<file path="src/rtl/word_or_distributor.sv">
// Fans one held word out to WORD_COUNT valid/ready lanes under a per-word mask.
// Idle lanes drive zero data so any lane set can be OR-combined downstream.
module word_or_distributor #(
    parameter int unsigned WORD_WIDTH  = 32,
    parameter int unsigned WORD_COUNT  = 4,
    parameter int unsigned COUNT_WIDTH = 16
) (
    input  logic                             clock,
    input  logic                             reset_n,
    input  logic                             in_valid,
    output logic                             in_ready,
    input  logic [WORD_WIDTH-1:0]            in_data,
    input  logic [WORD_COUNT-1:0]            in_mask,
    output logic [WORD_COUNT-1:0]            out_valid,
    input  logic [WORD_COUNT-1:0]            out_ready,
    output logic [WORD_WIDTH*WORD_COUNT-1:0] out_data,
    output logic [COUNT_WIDTH-1:0]           drop_count
);

    logic [WORD_WIDTH-1:0]  held;
    logic [WORD_COUNT-1:0]  pending;
    logic [WORD_COUNT-1:0]  remaining;
    logic                   accept;
    logic                   drop;

    // Lanes still owed the held word after this cycle's handshakes.
    assign remaining = pending & ~(pending & out_ready);
    assign in_ready  = (remaining == '0);
    assign accept    = in_valid & in_ready;
    assign drop      = accept & (in_mask == '0);
    assign out_valid = pending;

    always_ff @(posedge clock or negedge reset_n) begin
        if (!reset_n) begin
            held    <= '0;
            pending <= '0;
        end else begin
            pending <= accept ? in_mask : remaining;
            if (accept && !drop) begin
                held <= in_data;
            end
        end
    end

    // Zero-mask words are counted, saturating at all-ones.
    always_ff @(posedge clock or negedge reset_n) begin
        if (!reset_n) begin
            drop_count <= '0;
        end else if (drop && (drop_count != '1)) begin
            drop_count <= drop_count + COUNT_WIDTH'(1);
        end
    end

    always_comb begin
        out_data = '0;
        for (int unsigned i = 0; i < WORD_COUNT; i++) begin
            out_data[WORD_WIDTH*i +: WORD_WIDTH] = pending[i] ? held : '0;
        end
    end

endmodule

</file>
<file path="config.mk">
export PLATFORM = sky130hd
export DESIGN_NAME = word_or_distributor
export DESIGN_NICKNAME = d
export VERILOG_FILES = /design/src/rtl/word_or_distributor.sv
export SDC_FILE = /design/constraint.sdc
export NUM_CORES = 1
export LEC_CHECK = 0
export BUFFER_PORTS_ARGS = -buffer_cell sky130_fd_sc_hd__buf_2
export CORE_UTILIZATION = 30
export CTS_CLUSTER_SIZE = 28
export DETAILED_ROUTE_END_ITERATION = 16
export PLACE_DENSITY = 0.71
export SETUP_SLACK_MARGIN = 0.5
export SLEW_MARGIN = 20
export SYNTH_ARGS = -nofsm -noshare
export SYNTH_HDL_FRONTEND = slang
export SYNTH_SLANG_ARGS = --single-unit
</file>
<file path="constraint.sdc">
create_clock -name clock -period 1.8 [get_ports clock]
set_input_delay 0.36 -clock clock [delete_from_list [all_inputs] [get_ports clock]]
set_output_delay 0.36 -clock clock [all_outputs]
set_load 0.02 [all_outputs]
</file>
After elaboration in Yosys (flattened, before gate mapping)
Cells that the tools add are included.
{"block": "totals", "regBits": 52, "inputBits": 43, "output_inout_bits": 149, "word_cells": 20}
{"block": "op_classes", "add_sub_neg": 1, "eq_ne": 1, "muxes": 5, "bitwise_logic": 5, "n_reduce_logical": 5}
{"cell": "2-to-1 mux 32 bit", "count": 4}
{"cell": "adder 16 x 1 -> 16 bit, second input constant", "count": 1}
{"cell": "inequality test 16 bit, second input constant", "count": 1}
{"cell": "AND 4 bit", "count": 2}
{"cell": "zero test 4 bit", "count": 2}
{"cell": "2-to-1 mux 4 bit", "count": 1}
{"cell": "inverter 4 bit", "count": 1}
{"cell": "AND 1 bit", "count": 2}
{"cell": "logical AND 1 bit", "count": 2}
{"cell": "zero test 1 bit", "count": 1}

Logic depth before layout (Yosys ltp)
{"block": "logic_depth", "depth_word": 8, "mapped_depth": 7, "mapped_depth_nobuf": 6}

Worst setup path after synthesis
OpenSTA, ideal clock, no wires.
{"block": "synth_path", "path_type": "register to register", "start": "register pending[3], in the netlist out_valid[3]", "end": "register held[12]", "setup_ps": 125, "t_arrival_ps": 2034, "t_required_ps": 1675, "slack_ps": -359, "path_stages_with_launch": 8, "n_path_buf": 2, "synth_period_minus_slack_ps": 2159, "cell_sequence": "dfrtp_1 nor2b_1 nor4_4 and2_4 nand2b_1 buf_2 buf_6 mux2_4"}
{"block": "synth_via", "elab_chain_len": 8}
{"item": "from (decl)", "line_no": "21", "rtl": "logic [WORD_COUNT-1:0] pending;"}
{"item": "from (signal assigned)", "line_no": "38", "rtl": "pending <= accept ? in_mask : remaining;"}
{"item": "AND 4 bit", "line_no": "27", "rtl": "assign remaining = pending & ~(pending & out_ready);"}
{"item": "inverter 4 bit", "line_no": "27"}
{"item": "AND 4 bit *", "line_no": "27"}
{"item": "zero test 4 bit *", "line_no": "28", "rtl": "assign in_ready = (remaining == '0);"}
{"item": "named net in_ready", "line_no": "11", "rtl": "output logic in_ready,"}
{"item": "AND 1 bit *", "line_no": "29", "rtl": "assign accept = in_valid & in_ready;"}
{"item": "AND 1 bit", "line_no": "30", "rtl": "assign drop = accept & (in_mask == '0);"}
{"item": "zero test 1 bit", "line_no": "39", "rtl": "if (accept && !drop) begin"}
{"item": "logical AND 1 bit *", "line_no": "39"}
{"item": "to (signal assigned)", "line_no": "40", "rtl": "held <= in_data;"}
{"item": "to (decl)", "line_no": "20", "rtl": "logic [WORD_WIDTH-1:0] held;"}
The timed path passes the listed nets; every way through them passes the cells marked *.
A chain may end at the register's enable or synchronous reset.

Final worst setup path
{"block": "layout_path", "start": "register pending[2], in the netlist out_valid[2]", "end": "register drop_count[6]"}
{"block": "layout_via", "elab_chain_len": 7}
{"item": "AND 4 bit", "line_no": "27"}
{"item": "inverter 4 bit", "line_no": "27"}
{"item": "AND 4 bit *", "line_no": "27"}
{"item": "zero test 4 bit *", "line_no": "28"}
{"item": "AND 1 bit *", "line_no": "29"}
{"item": "AND 1 bit *", "line_no": "30"}
{"item": "logical AND 1 bit *", "line_no": "49", "rtl": "end else if (drop && (drop_count != '1)) begin"}
{"item": "to (signal assigned)", "line_no": "50", "rtl": "drop_count <= drop_count + COUNT_WIDTH'(1);"}
{"item": "to (decl)", "line_no": "17", "rtl": "output logic [COUNT_WIDTH-1:0] drop_count"}
Every way passes the cells marked *; elsewhere a longest branch is shown, timed or not.

==> impl_metrics.env <==
export IMPL_start_util=0.3110
export IMPL_final_nets=555
export IMPL_grt_max_degree=53
export IMPL_overflow=0
export IMPL_vias_per_cell=4.565
export IMPL_layout_common_cells="142 x buf_2, 108 x and2_1, 43 x dfrtp_1, 38 x buf_6, 33 x buf_4"
export IMPL_ctsHoldBuffers=0
export IMPL_cts_sinks=52
export IMPL_clkSlewWorstSetupHoldPaths_ns=0.11
export IMPL_dieWidth_um=103.1
export IMPL_rsz0062_at_grt="yes"
export IMPL_clk_latency_ns=0.31
export IMPL_vdd_drop_max_uv=476.6
export IMPL_setup_tns_ns=-0.007588
export IMPL_firstDrtPassIters=4
export IMPL_postSynth_asyncResetShare=1.000
export IMPL_avgSynthCellArea_um2=10.33
export IMPL_num_vias=2949
export IMPL_finalWorstSetupSlack_ns=-0.007588
export IMPL_layout_area_overhead_vs_synth_pct=66.88
export IMPL_die_h_um=103.1
export IMPL_crit_fanout=3
export IMPL_critPathRequiredTime_ns=2.00
export IMPL_core_area_mm2=0.009864
export IMPL_relSlewSlack=0.8062
export IMPL_cellLeakagePower_nw=2.706
export IMPL_cts_tree="done"
export IMPL_setup_viol=1
export IMPL_tightestPinTransition_ns=0.2907
export IMPL_drt_iter0_markers=44
export IMPL_syn_area_mm2=0.003068
export IMPL_syn_nets=341
export IMPL_r2r_slack_ns=-0.008
export IMPL_violations="negative setup slack"
export IMPL_dieArea_mm2=0.01063
export IMPL_clock_path_buffers=2
export IMPL_cts_root_buf="clkbuf_8"
export IMPL_r2r_end="drop_count[6]$_DFFE_PN0P_"
export IMPL_synth_warning_count=0
export IMPL_routabilityCongestion=0.8737
export IMPL_yosysSeqAreaShare=0.4241
export IMPL_hp_class="primary input to async pin"
export IMPL_synthDistinctLibCells=26
export IMPL_reg2regPathDepth=6
export IMPL_std_cell_rows=36
export IMPL_fin_skew_ns=0.008751
export IMPL_cts_max_level=2
export IMPL_ys_ff_latch=52
export IMPL_powerDensity_mw_per_mm2=988.4
export IMPL_arrival_ns=2.01
export IMPL_post_dp_hpwl_um=6073
export IMPL_timing_rr_start="out_valid[2]$_DFF_PN0_"
export IMPL_post_drt_wl_per_cell_um=15.50
export IMPL_cts_buffers=5
export IMPL_synth_edff_count=0
export IMPL_maxSlewViolCount=0
export IMPL_antenna_found_initial=0
export IMPL_antenna_left=0
export IMPL_drive_above_1_share=0.6309
export IMPL_cap_violations=0
export IMPL_ys_flop_type="dfrtp_1"
export IMPL_worst_setup_path_start_kind="register"
export IMPL_dp_worst_setup_slack_ns=-0.002668
export IMPL_grt_pass1_vias=2451
export IMPL_cp_end_kind="register"
export IMPL_synth_cells=297
export IMPL_pin_count=192
export IMPL_fin_crit_sh=1.004
export IMPL_drc=0
export IMPL_status="finished with violations"
export IMPL_min_period_ns=1.808
export IMPL_crit_type="register to register"
export IMPL_io_buffers=191
export IMPL_mostFrequentLayoutCell="buf_2"
export IMPL_hold_violations=0
export IMPL_total_power_mw=5.060
export IMPL_grt_pass1_wl_um=12380
export IMPL_grt_usage=0.1522
export IMPL_timing_fmax_mhz=553.2
export IMPL_wirelength_um=10010
## metal layers
layer | share of wire | routed length [um] | track usage
met1 | 0.42 | 4231 | 0.1875
met2 | 0.52 | 5188 | 0.2749
met4 | 0.0046 | 46 | 0.03575
met3 | 0.055 | 548 | 0.02780
met5 | 0 | 0 | 0
## repair_timing
item	in CTS	in global routing
pin swaps	9	22
cloned	0	6
resized for setup	24	120
buffers inserted	4	4
setup endpoints to repair	194	201
## area by class of cell
cell class                      instances  area, um2
Antenna cell                            1      2.502
Tap cell                              133      166.4
Multi-Input combinational cell        227       1906
Fill cell                             854       4745
Timing Repair Buffer                  225       1637
Clock inverter                          3      27.53
Sequential cell                        52       1313
Clock buffer                            5      68.82
## synth_stat cells (2+ instances only)
cell type / n / area share
nor2b_1: 4 / 0.0082
nand3_1: 8 / 0.013
buf_6: 3 / 0.011
clkbuf_1: 14 / 0.017
dfrtp_1: 52 / 0.42
xor2_1: 8 / 0.023
nor4_1: 2 / 0.0041
nor3_1: 5 / 0.0082
mux2_4: 10 / 0.049
a21o_1: 4 / 0.0098
nor2_1: 3 / 0.0037
mux2_2: 23 / 0.084
nand4_1: 9 / 0.018
and2_1: 133 / 0.27
xnor2_1: 7 / 0.020
and3_1: 2 / 0.0041
## per-stage QoR
stage | utilization | hold WS, ns | instance area, um2 | cells
2_1_floorplan | - | 0.06441 | 3146 | 297
3_3_place_gp | 0.4415 | 0.3731 | 4355 | 623
3_5_place_dp | 0.4415 | 0.3777 | 4355 | 623
4_1_cts | 0.4658 | 0.02362 | 4594 | 635
5_1_grt | 0.5188 | 0.02831 | 5117 | 645
6_report | 0.5190 | 0.01077 | 5120 | 646
## critical path, stage by stage, from the launching register on
cell and delay [ns]:
dfrtp_2 0.42, nor2b_4 0.14, nor4_4 0.30, buf_4 0.17, nand2_2 0.06, or4b_4 0.48
xnor2_1 0.14
## report_power, final
group / switching (mW) / internal (mW)
sequential: 0.269 / 1.43
combinational: 1.33 / 1.31
clock: 0.432 / 0.287
total: 2.04 / 3.02
## logic make-up after synthesis
logic type	synth area share
AOI/OAI and AO/OA	0.009788
DFF	0.4241
buffers and inverters	0.02977
xor gates and xnor gates	0.04282
adders and majority gates	0.004078
and+or+nand+nor	0.3560
muxes	0.1334
## flip-flops by register name (all words and copies together), names as in the netlist
signal / count
held: 32
drop_count: 16
out_valid: 4
## worst max-delay path by stage
stage                                start                   endpoint  slack (ns)  cells past startpoint
floorplan           out_valid[2]$_DFF_PN0_       held[12]$_DFFE_PN0P_       -0.28                      7
global placement                in_mask[2]  drop_count[6]$_DFFE_PN0P_        0.03                      6
detailed placement  out_valid[2]$_DFF_PN0_       held[16]$_DFFE_PN0P_      -0.003                      6
CTS                 out_valid[1]$_DFF_PN0_  drop_count[6]$_DFFE_PN0P_        0.01                      6
global route        out_valid[2]$_DFF_PN0_  drop_count[6]$_DFFE_PN0P_       -0.08                      6
finish              out_valid[2]$_DFF_PN0_  drop_count[6]$_DFFE_PN0P_      -0.008                      6
(Power assumes the default switching activity.)
